### config.mk
export PLATFORM = sky130hd
export DESIGN_NAME = serial_to_parallel
export DESIGN_NICKNAME = d
export VERILOG_FILES = /design/src/rtl/serial_to_parallel.sv
export SDC_FILE = /design/constraint.sdc
export NUM_CORES = 1
export LEC_CHECK = 0
export BUFFER_PORTS_ARGS = -buffer_cell sky130_fd_sc_hd__clkbuf_2
export CAP_MARGIN = 20
export CORE_ASPECT_RATIO = 1.4
export CORE_UTILIZATION = 58
export CTS_CLUSTER_DIAMETER = 100
export CTS_CLUSTER_SIZE = 16
export DETAILED_ROUTE_END_ITERATION = 8
export HOLD_SLACK_MARGIN = 0.08
export PLACE_DENSITY = 0.81
export SETUP_SLACK_MARGIN = 0.3
export SYNTH_ARGS = -nofsm -noshare
export SYNTH_HDL_FRONTEND = slang
export SYNTH_SLANG_ARGS = --single-unit
### constraint.sdc
create_clock -name clk -period 3.63 [get_ports clk]
set_input_delay 0.1815 -clock clk [delete_from_list [all_inputs] [get_ports clk]]
set_output_delay 0.1815 -clock clk [all_outputs]
set_load 0.02 [all_outputs]
### src/rtl/serial_to_parallel.sv
// Strobed serial-to-parallel receiver: start bit 0, WIDTH data bits LSB first, stop bit 1.
// Define PARITY_CHECK_EN to expect an even-parity bit between the data and the stop bit.
module serial_to_parallel #(
    parameter int WIDTH = 8
) (
    input  logic             clk,
    input  logic             rst_n,
    input  logic             bit_en,
    input  logic             sin,
    output logic [WIDTH-1:0] q,
    output logic             q_valid,
    output logic             frame_err,
    output logic             parity_err,
    output logic             busy
);
    localparam int CW = $clog2(WIDTH);
    localparam logic [CW-1:0] LAST = CW'(WIDTH - 1);

    localparam logic [1:0] S_IDLE = 2'd0;
    localparam logic [1:0] S_DATA = 2'd1;
    localparam logic [1:0] S_STOP = 2'd3;
`ifdef PARITY_CHECK_EN
    localparam logic [1:0] S_PARITY = 2'd2;
    localparam logic [1:0] S_AFTER_DATA = S_PARITY;
`else
    localparam logic [1:0] S_AFTER_DATA = S_STOP;
`endif

    logic [1:0]       state_q, state_d;
    logic [CW-1:0]    cnt_q, cnt_d;
    logic [WIDTH-1:0] shift_q, shift_d;
    logic [WIDTH-1:0] q_q, q_d;
    logic             q_valid_q, q_valid_d;
    logic             frame_err_q, frame_err_d;
`ifdef PARITY_CHECK_EN
    logic             par_q, par_d;
    logic             parity_err_q, parity_err_d;
    logic             perr;
`endif

    always_comb begin
        state_d     = state_q;
        cnt_d       = cnt_q;
        shift_d     = shift_q;
        q_d         = q_q;
        q_valid_d   = 1'b0;
        frame_err_d = 1'b0;
`ifdef PARITY_CHECK_EN
        par_d        = par_q;
        parity_err_d = 1'b0;
        // even parity: data bits plus parity bit must XOR to zero
        perr         = ^{shift_q, par_q};
`endif
        if (bit_en) begin
            case (state_q)
                S_IDLE: begin
                    if (!sin) begin
                        state_d = S_DATA;
                        cnt_d   = '0;
                    end
                end
                S_DATA: begin
                    shift_d[cnt_q] = sin;
                    if (cnt_q == LAST) begin
                        state_d = S_AFTER_DATA;
                    end else begin
                        cnt_d = cnt_q + CW'(1);
                    end
                end
`ifdef PARITY_CHECK_EN
                S_PARITY: begin
                    par_d   = sin;
                    state_d = S_STOP;
                end
                S_STOP: begin
                    frame_err_d  = !sin;
                    parity_err_d = perr;
                    if (sin && !perr) begin
                        q_d       = shift_q;
                        q_valid_d = 1'b1;
                    end
                    state_d = S_IDLE;
                end
`else
                S_STOP: begin
                    frame_err_d = !sin;
                    if (sin) begin
                        q_d       = shift_q;
                        q_valid_d = 1'b1;
                    end
                    state_d = S_IDLE;
                end
`endif
                default: state_d = S_IDLE;
            endcase
        end
    end

    always_ff @(posedge clk or negedge rst_n) begin
        if (!rst_n) begin
            state_q     <= S_IDLE;
            cnt_q       <= '0;
            shift_q     <= '0;
            q_q         <= '0;
            q_valid_q   <= 1'b0;
            frame_err_q <= 1'b0;
`ifdef PARITY_CHECK_EN
            par_q        <= 1'b0;
            parity_err_q <= 1'b0;
`endif
        end else begin
            state_q     <= state_d;
            cnt_q       <= cnt_d;
            shift_q     <= shift_d;
            q_q         <= q_d;
            q_valid_q   <= q_valid_d;
            frame_err_q <= frame_err_d;
`ifdef PARITY_CHECK_EN
            par_q        <= par_d;
            parity_err_q <= parity_err_d;
`endif
        end
    end

    assign q         = q_q;
    assign q_valid   = q_valid_q;
    assign frame_err = frame_err_q;
    assign busy      = (state_q != S_IDLE);
`ifdef PARITY_CHECK_EN
    assign parity_err = parity_err_q;
`else
    assign parity_err = 1'b0;
`endif

endmodule
==> impl_metrics.py, run 1 <==
metrics = {
    "setup_path": {
        "path_cells": "ha_1, ha_1, nand2_1, o2111ai_2, mux2_1",
        "crit_fanout": 10,
        "startpoint": "cnt_q[1]",
        "crit_required_ns": 3.82,
        "critPathMaxStageDelay_ns": 0.49,
        "worstSetupPathType": "flop to flop",
        "arrival_ns": 1.82,
        "cpMostUsedCell": "ha_1",
        "start_kind": "flop",
        "endpoint_kind": "flop",
        "r2r_start": "cnt_q[1]",
        "regToRegSetupSlack_ns": 2.00,
        "cpMaxStageDelayCell": "dfrtp_1",
        "path_buf_inv": 0,
        "critPathTopFamily": "flip-flops",
    },
    "global_route": {
        "grt_overflow": 0,
        "antenna_found_initial": 0,
        "track_usage_pct": 17.7,
        "grt_max_degree": 24,
        "grt_pass1_vias": 562,
        "grt_pass1_wl_um": 2440,
    },
    "cells_and_area": {
        "area_delta_synth_final_pct": 7.64,
        "nets": 99,
        "layout.cells.non_filler": 112,
        "antenna_cells": 0,
        "final_cell_mix": "dfrtp_1 (23), mux2_1 (17), clkbuf_2 (14)",
        "multi_input_area_um2": 428,
        "fillers": 148,
        "seq_area_um2": 576,
        "drive_above_1_share_pct": 23.9,
        "final_common_cell": "dfrtp_1",
    },
    "power": {
        "powerDensity_mw_per_mm2": 762,
        "report.power.total_uw": 873,
        "p_leak_nw": 0.566,
        "vdd_drop_max_mv": 0.449,
    },
    "synth": {
        "synthTopCellsByArea": "dfrtp_1 (54%), mux2_1 (18%), buf_4 (2.8%)",
        "ys_seq_elements": 23,
        "synth_fp_nets": 86,
        "ys_types": 26,
        "ys_seq_area_share_pct": 54.1,
        "yosysTopAreaCell": "dfrtp_1",
        "syn_inst": 80,
        "ys_warn_count": 0,
        "synth_top_area_share_pct": 54.1,
        "synthesis.area_mm2": 0.00106,
        "synth_area_per_cell_um2": 13.3,
    },
    "placement": {
        "dp.cells": 107,
        "dpl.hpwl_um": 1080,
        "portBuffers": 14,
        "gp_congestion": 0.754,
    },
    "drt": {
        "routedWlPerCell_um": 12.9,
        "via_per_inst": 5.54,
        "vias": 621,
        "route.detailed.drc": 0,
        "detail-route-antenna-nets": 0,
        "first_pass_iters": 3,
        "wl_um": 1450,
        "drt-initial-drc-count": 1,
    },
    "timing": {
        "setup_viol": 0,
        "hold_violations": 0,
        "fmax_mhz": 613,
        "finalMaxSlewViolations": 0,
        "slew_headroom_pct": 63.9,
        "worst_pin_slew_ns": 0.541,
        "finalSetupTns_ns": 0,
        "skew_ns": 0.00514,
        "rsz0062_at_grt": "no",
        "period_share_pct": 44.9,
        "post-route-min-period_ns": 1.63,
    },
    "clocking": {
        "cts_buffer_depth": 2,
        "cts_buffers": 3,
        "clk_pin_slew_ns": 0.12,
        "clkLatencyLatePin_ns": 0.30,
        "h-tree-depth": 1,
        "clock_sinks": 23,
        "post-cts-setup-buffers": 0,
        "cts_tree": "built",
        "ctsRootBufferMaster": "clkbuf_4",
    },
    "floorplan": {
        "initial_core_util_pct": 61.4,
        "die_w_um": 38.2,
        "core_area_mm2": 0.00173,
        "die_area_mm2": 0.00201,
        "row_count": 18,
        "die_height_um": 52.7,
        "ios": 16,
    },
    "run": {
        "maxCapViolations": 0,
    },
    "hold_path": {
        "hold_class": "primary input to flop",
        "hold_start": "sin",
    },
    "status": {
        "status": "finished clean",
    },
}
==> sequential cells by signal, summed over array words and instances (netlist names) <==
register	flops
q	8
cnt_q	3
shift_q	8
state_q	2
frame_err	1
q_valid	1
==> synth_stat cells <==
master / count
a21oi_1: 2
and3_1: 2
and4bb_1: 1
buf_2: 1
buf_4: 4
buf_6: 1
clkbuf_1: 1
conb_1: 1
dfrtp_1: 23
ha_1: 2
inv_1: 3
mux2_1: 17
mux2_2: 1
nand2_1: 3
nand3_1: 2
nand3b_1: 2
nand4_1: 1
nand4_4: 1
nand4b_4: 1
nor2_1: 2
nor3_1: 1
nor3b_1: 3
o2111ai_2: 1
o21ai_0: 2
o31ai_1: 1
or2_2: 1
==> per-layer routing <==
| metal | vias to the layer above | GRT usage, % | share of wire (%) | routed length (um) |
|---|---|---|---|---|
| met5 | - | 0 | 0 | 0 |
| li1 | 304 | - | - | - |
| met3 | 4 | 3.83 | 2.6 | 38 |
| met4 | 0 | 10.7 | 2.4 | 35 |
| met1 | 304 | 22.6 | 46 | 663 |
| met2 | 9 | 26.8 | 49 | 713 |
==> area by class of cell <==
type | instances | area share (%)
clock buffers | 4 | 2.29
multi-input cells | 47 | 37.3
well taps | 20 | 2.18
flip-flops and latches | 23 | 50.2
inverters | 3 | 0.983
repair buffers | 15 | 6.99
==> power by group <==
group	total (mW)	internal [mW]	switching (mW)
registers	0.454	0.358	0.0958
clock network	0.114	0.0429	0.0707
logic	0.305	0.156	0.150
total	0.873	0.557	0.316
==> through the flow <==
step,hold slack (ns),utilization [%],worst slack (ns),area (um2)
6_report,0.191,66.1,2.00,1150
4_1_cts,0.188,66.1,1.99,1150
3_3_place_gp,0.187,64.0,2.08,1110
3_5_place_dp,0.190,64.0,2.01,1110
2_1_floorplan,-0.114,-,2.15,1060
5_1_grt,0.199,66.1,1.90,1150
==> worst paths after layout <==
path | endpoint | depth (start not counted)
max | cnt_q[0] | 5
min | frame_err | 2
max reg2reg | cnt_q[0] | 5
min reg2reg | shift_q[2] | 1
max in group asynchronous | q_valid | 2
min in group asynchronous | shift_q[2] | 2
==> repair_timing <==
action | 4_1_cts | 5_1_grt
gates resized for setup | 0 | 0
endpoints found under the hold margin | 23 | 0
hold buffers | 1 | 0
==> logic make-up after synthesis <==
kind of cell | Yosys count | synth area share, %
AO/OA/AOI/OAI | 6 | 4.00
adder cells (fa/ha/maj) | 2 | 2.35
buffers and inverters | 10 | 5.76
flip-flops | 23 | 54.1
multiplexers | 18 | 19.0
other | 1 | 0.352
AND/OR/NAND/NOR | 20 | 14.5
(Power assumes the default switching activity.)
==> run 2: changes to the inputs <==
--- a/config.mk
+++ b/config.mk
@@ -5,15 +5,16 @@
 export SDC_FILE = /design/constraint.sdc
 export NUM_CORES = 1
 export LEC_CHECK = 0
+export ABC_AREA = 1
 export BUFFER_PORTS_ARGS = -buffer_cell sky130_fd_sc_hd__clkbuf_2
 export CAP_MARGIN = 20
 export CORE_ASPECT_RATIO = 1.4
-export CORE_UTILIZATION = 58
+export CORE_UTILIZATION = 49
 export CTS_CLUSTER_DIAMETER = 100
 export CTS_CLUSTER_SIZE = 16
 export DETAILED_ROUTE_END_ITERATION = 8
 export HOLD_SLACK_MARGIN = 0.08
-export PLACE_DENSITY = 0.81
+export PLACE_DENSITY = 0.73
 export SETUP_SLACK_MARGIN = 0.3
 export SYNTH_ARGS = -nofsm -noshare
 export SYNTH_HDL_FRONTEND = slang
==> constraint.sdc (replaced) <==
create_clock -name clk -period 1.4 [get_ports clk]
set_input_delay 0.07 -clock clk [delete_from_list [all_inputs] [get_ports clk]]
set_output_delay 0.07 -clock clk [all_outputs]
set_load 0.02 [all_outputs]
==> impl_metrics.py, run 2 <==
metrics = {
    "power": {
        "p_int_mw": 1.40,
        "powerDensity_mw_per_mm2": 1840,
        "p_leak_nw": 0.686,
        "switching_share_pct": 42.2,
        "report.power.total_mw": 2.43,
        "vdd_drop_max_mv": 1.39,
        "pwr-share-comb_pct": 44.3,
        "clkPwrFrac_pct": 12.7,
        "power.switching_mw": 1.03,
        "seq_power_share_pct": 43.0,
    },
    "clocking": {
        "cts_tree": "built",
        "clkLatencyLatePin_ns": 0.32,
        "clock_sinks": 23,
        "clk_pin_slew_ns": 0.13,
        "ctsRootBufferMaster": "clkbuf_4",
        "cts_buffers": 3,
        "cts_buffer_depth": 2,
        "h-tree-depth": 1,
    },
    "setup_path": {
        "start_kind": "flop",
        "crit_fanout": 4,
        "cpMostUsedCell": "nand2_1",
        "endpoint_kind": "flop",
        "cpMaxStageDelayCell": "dfrtp_1",
        "r2r_start": "cnt_q[0]",
        "arrival_ns": 1.52,
        "path_buf_inv": 0,
        "crit_required_ns": 1.62,
        "path_cells": "ha_2, ha_4, a21oi_4, nand3_2, nand2_1, nand2_1",
        "worstSetupPathType": "flop to flop",
        "critPathTopFamily": "flip-flops",
        "startpoint": "cnt_q[0]",
        "critPathMaxStageDelay_ns": 0.41,
        "regToRegSetupSlack_ns": 0.1,
    },
    "drt": {
        "detail-route-antenna-nets": 0,
        "wl_um": 2280,
        "drt-initial-drc-count": 21,
        "routedWlPerCell_um": 13.2,
        "route.detailed.drc": 0,
        "first_pass_iters": 4,
        "vias": 934,
        "via_per_inst": 5.40,
    },
    "synth": {
        "ys_seq_elements": 23,
        "synthesis.area_mm2": 0.00107,
        "synthTopCellsByArea": "dfrtp_1 (54%), nand2_1 (15%), o21ai_0 (7.9%)",
        "synthTopCellsByCount": "nand2_1 (42), dfrtp_1 (23), o21ai_0 (17)",
        "yosysTopAreaCell": "dfrtp_1",
        "syn_inst": 130,
        "synth_area_per_cell_um2": 8.27,
        "ys_warn_count": 0,
        "synth_flop_cell": "dfrtp_1",
        "synth_fp_nets": 136,
        "ys_seq_area_share_pct": 53.6,
        "synth_top_area_share_pct": 53.6,
        "async_reset_ff_share_pct": 100,
        "ys_types": 15,
        "synth_enable_flop_cells": 0,
        "yosysMostFrequentCell": "nand2_1",
    },
    "floorplan": {
        "core_area_mm2": 0.00202,
        "ios": 16,
        "die_height_um": 57.4,
        "initial_core_util_pct": 53.2,
        "row_count": 19,
        "die_w_um": 41.6,
        "die_area_mm2": 0.00239,
    },
    "global_route": {
        "antenna_found_initial": 0,
        "grt_overflow": 0,
        "grt_pass1_vias": 772,
        "grt_pass1_wl_um": 3390,
        "track_usage_pct": 18.7,
        "grt_max_degree": 24,
    },
    "hold_path": {
        "hold_start": "sin",
        "hold_class": "primary input to flop",
    },
    "cells_and_area": {
        "multi_input_area_um2": 510,
        "area_delta_synth_final_pct": 22.6,
        "final_common_cell": "nand2_1",
        "layout.cells.non_filler": 173,
        "post-route-cell-area_mm2": 0.00132,
        "nets": 159,
        "drive_above_1_share_pct": 28.9,
        "final_util_pct": 65.2,
        "seq_area_um2": 579,
        "final_cell_mix": "nand2_1 (42), dfrtp_1 (20), o21ai_0 (15), clkbuf_2 (13), nand4_1 (9)",
        "antenna_cells": 0,
        "fillers": 170,
    },
    "timing": {
        "slew_headroom_pct": 63.5,
        "setup_viol": 0,
        "hold_slack_ns": 0.130,
        "skew_ns": 0.00758,
        "finalSetupTns_ns": 0,
        "hold_violations": 0,
        "finalMaxSlewViolations": 0,
        "post-route-min-period_ns": 1.30,
        "period_share_pct": 92.9,
        "setup_slack_ns": 0.0990,
        "rsz0062_at_grt": "yes",
        "worst_pin_slew_ns": 0.547,
        "fmax_mhz": 769,
    },
    "status": {
        "status": "finished clean",
    },
    "run": {
        "maxCapViolations": 0,
    },
    "placement": {
        "dp.cells": 162,
        "post-place-ws_ns": 0.135,
        "portBuffers": 14,
        "post_dp_cell_area_mm2": 0.00118,
        "gp_congestion": 0.800,
        "dpl.hpwl_um": 1460,
    },
}
run 2: cell types whose count changed after synthesis, moves of 7 or more:
cell and delta:
nand2_1 +39, mux2_1 -17, o21ai_0 +15, inv_1 +8, nand4_1 +8, nor2_1 +7
run 2: layout make-up:
cell class              count  share of cell area [%]
clock buffers               3                    1.71
clock inverters             1                   0.380
inverters                  11                    3.13
multi-input cells          92                    38.7
flip-flops and latches     23                    44.0
well taps                  21                    1.99
repair buffers             22                    10.1
run 2: power groups by stage:
stage          Sequential (mW)  Combinational [mW]  Clock (mW)
2_1_floorplan             1.13               0.582           0
3_3_place_gp              1.05               0.894           0
3_5_place_dp              1.06               0.937           0
4_1_cts                   1.04               0.948       0.314
5_1_grt                   1.08                1.20       0.350
6_report                  1.04                1.08       0.309
run 2: worst paths after layout:
check | endpoint | cells after the start
max | cnt_q[2] | 6
max in group asynchronous | cnt_q[2] | 2
min reg2reg | q[7] | 2
min | frame_err | 2
min in group asynchronous | q[0] | 2
max reg2reg | cnt_q[2] | 6
run 2: worst register-to-register path: cells and delay by family, from the launching register on:
family	cells	cell delay [ns]
and+or+nand+nor	3	0.24
DFF	1	0.41
adders and majority gates	2	0.38
AOI/OAI and AO/OA	1	0.18
run 2: cells by family after synthesis:
logic type	Yosys count	share of synthesized area [%]
fa+ha+maj	2	2.33
compound gates	19	8.85
simple gates	69	28.1
buf+inv	16	6.87
flops	23	53.6
other cells	1	0.349
run 2: repair_timing:
action	CTS	global route
gates cloned	0	1
buffers inserted	0	5
setup endpoints to repair	22	22
endpoints found under the hold margin	23	0
resized for setup	3	16
pin swaps	4	7
hold buffers	1	0
run 2: layer usage:
layer / GRT usage [%] / vias up / routed length, um
met4: 11.1 / 0 / 42
met5: 0 / - / 0
li1: - / 468 / -
met3: 1.90 / 4 / 38
met2: 33.9 / 16 / 1270
met1: 20.7 / 446 / 930
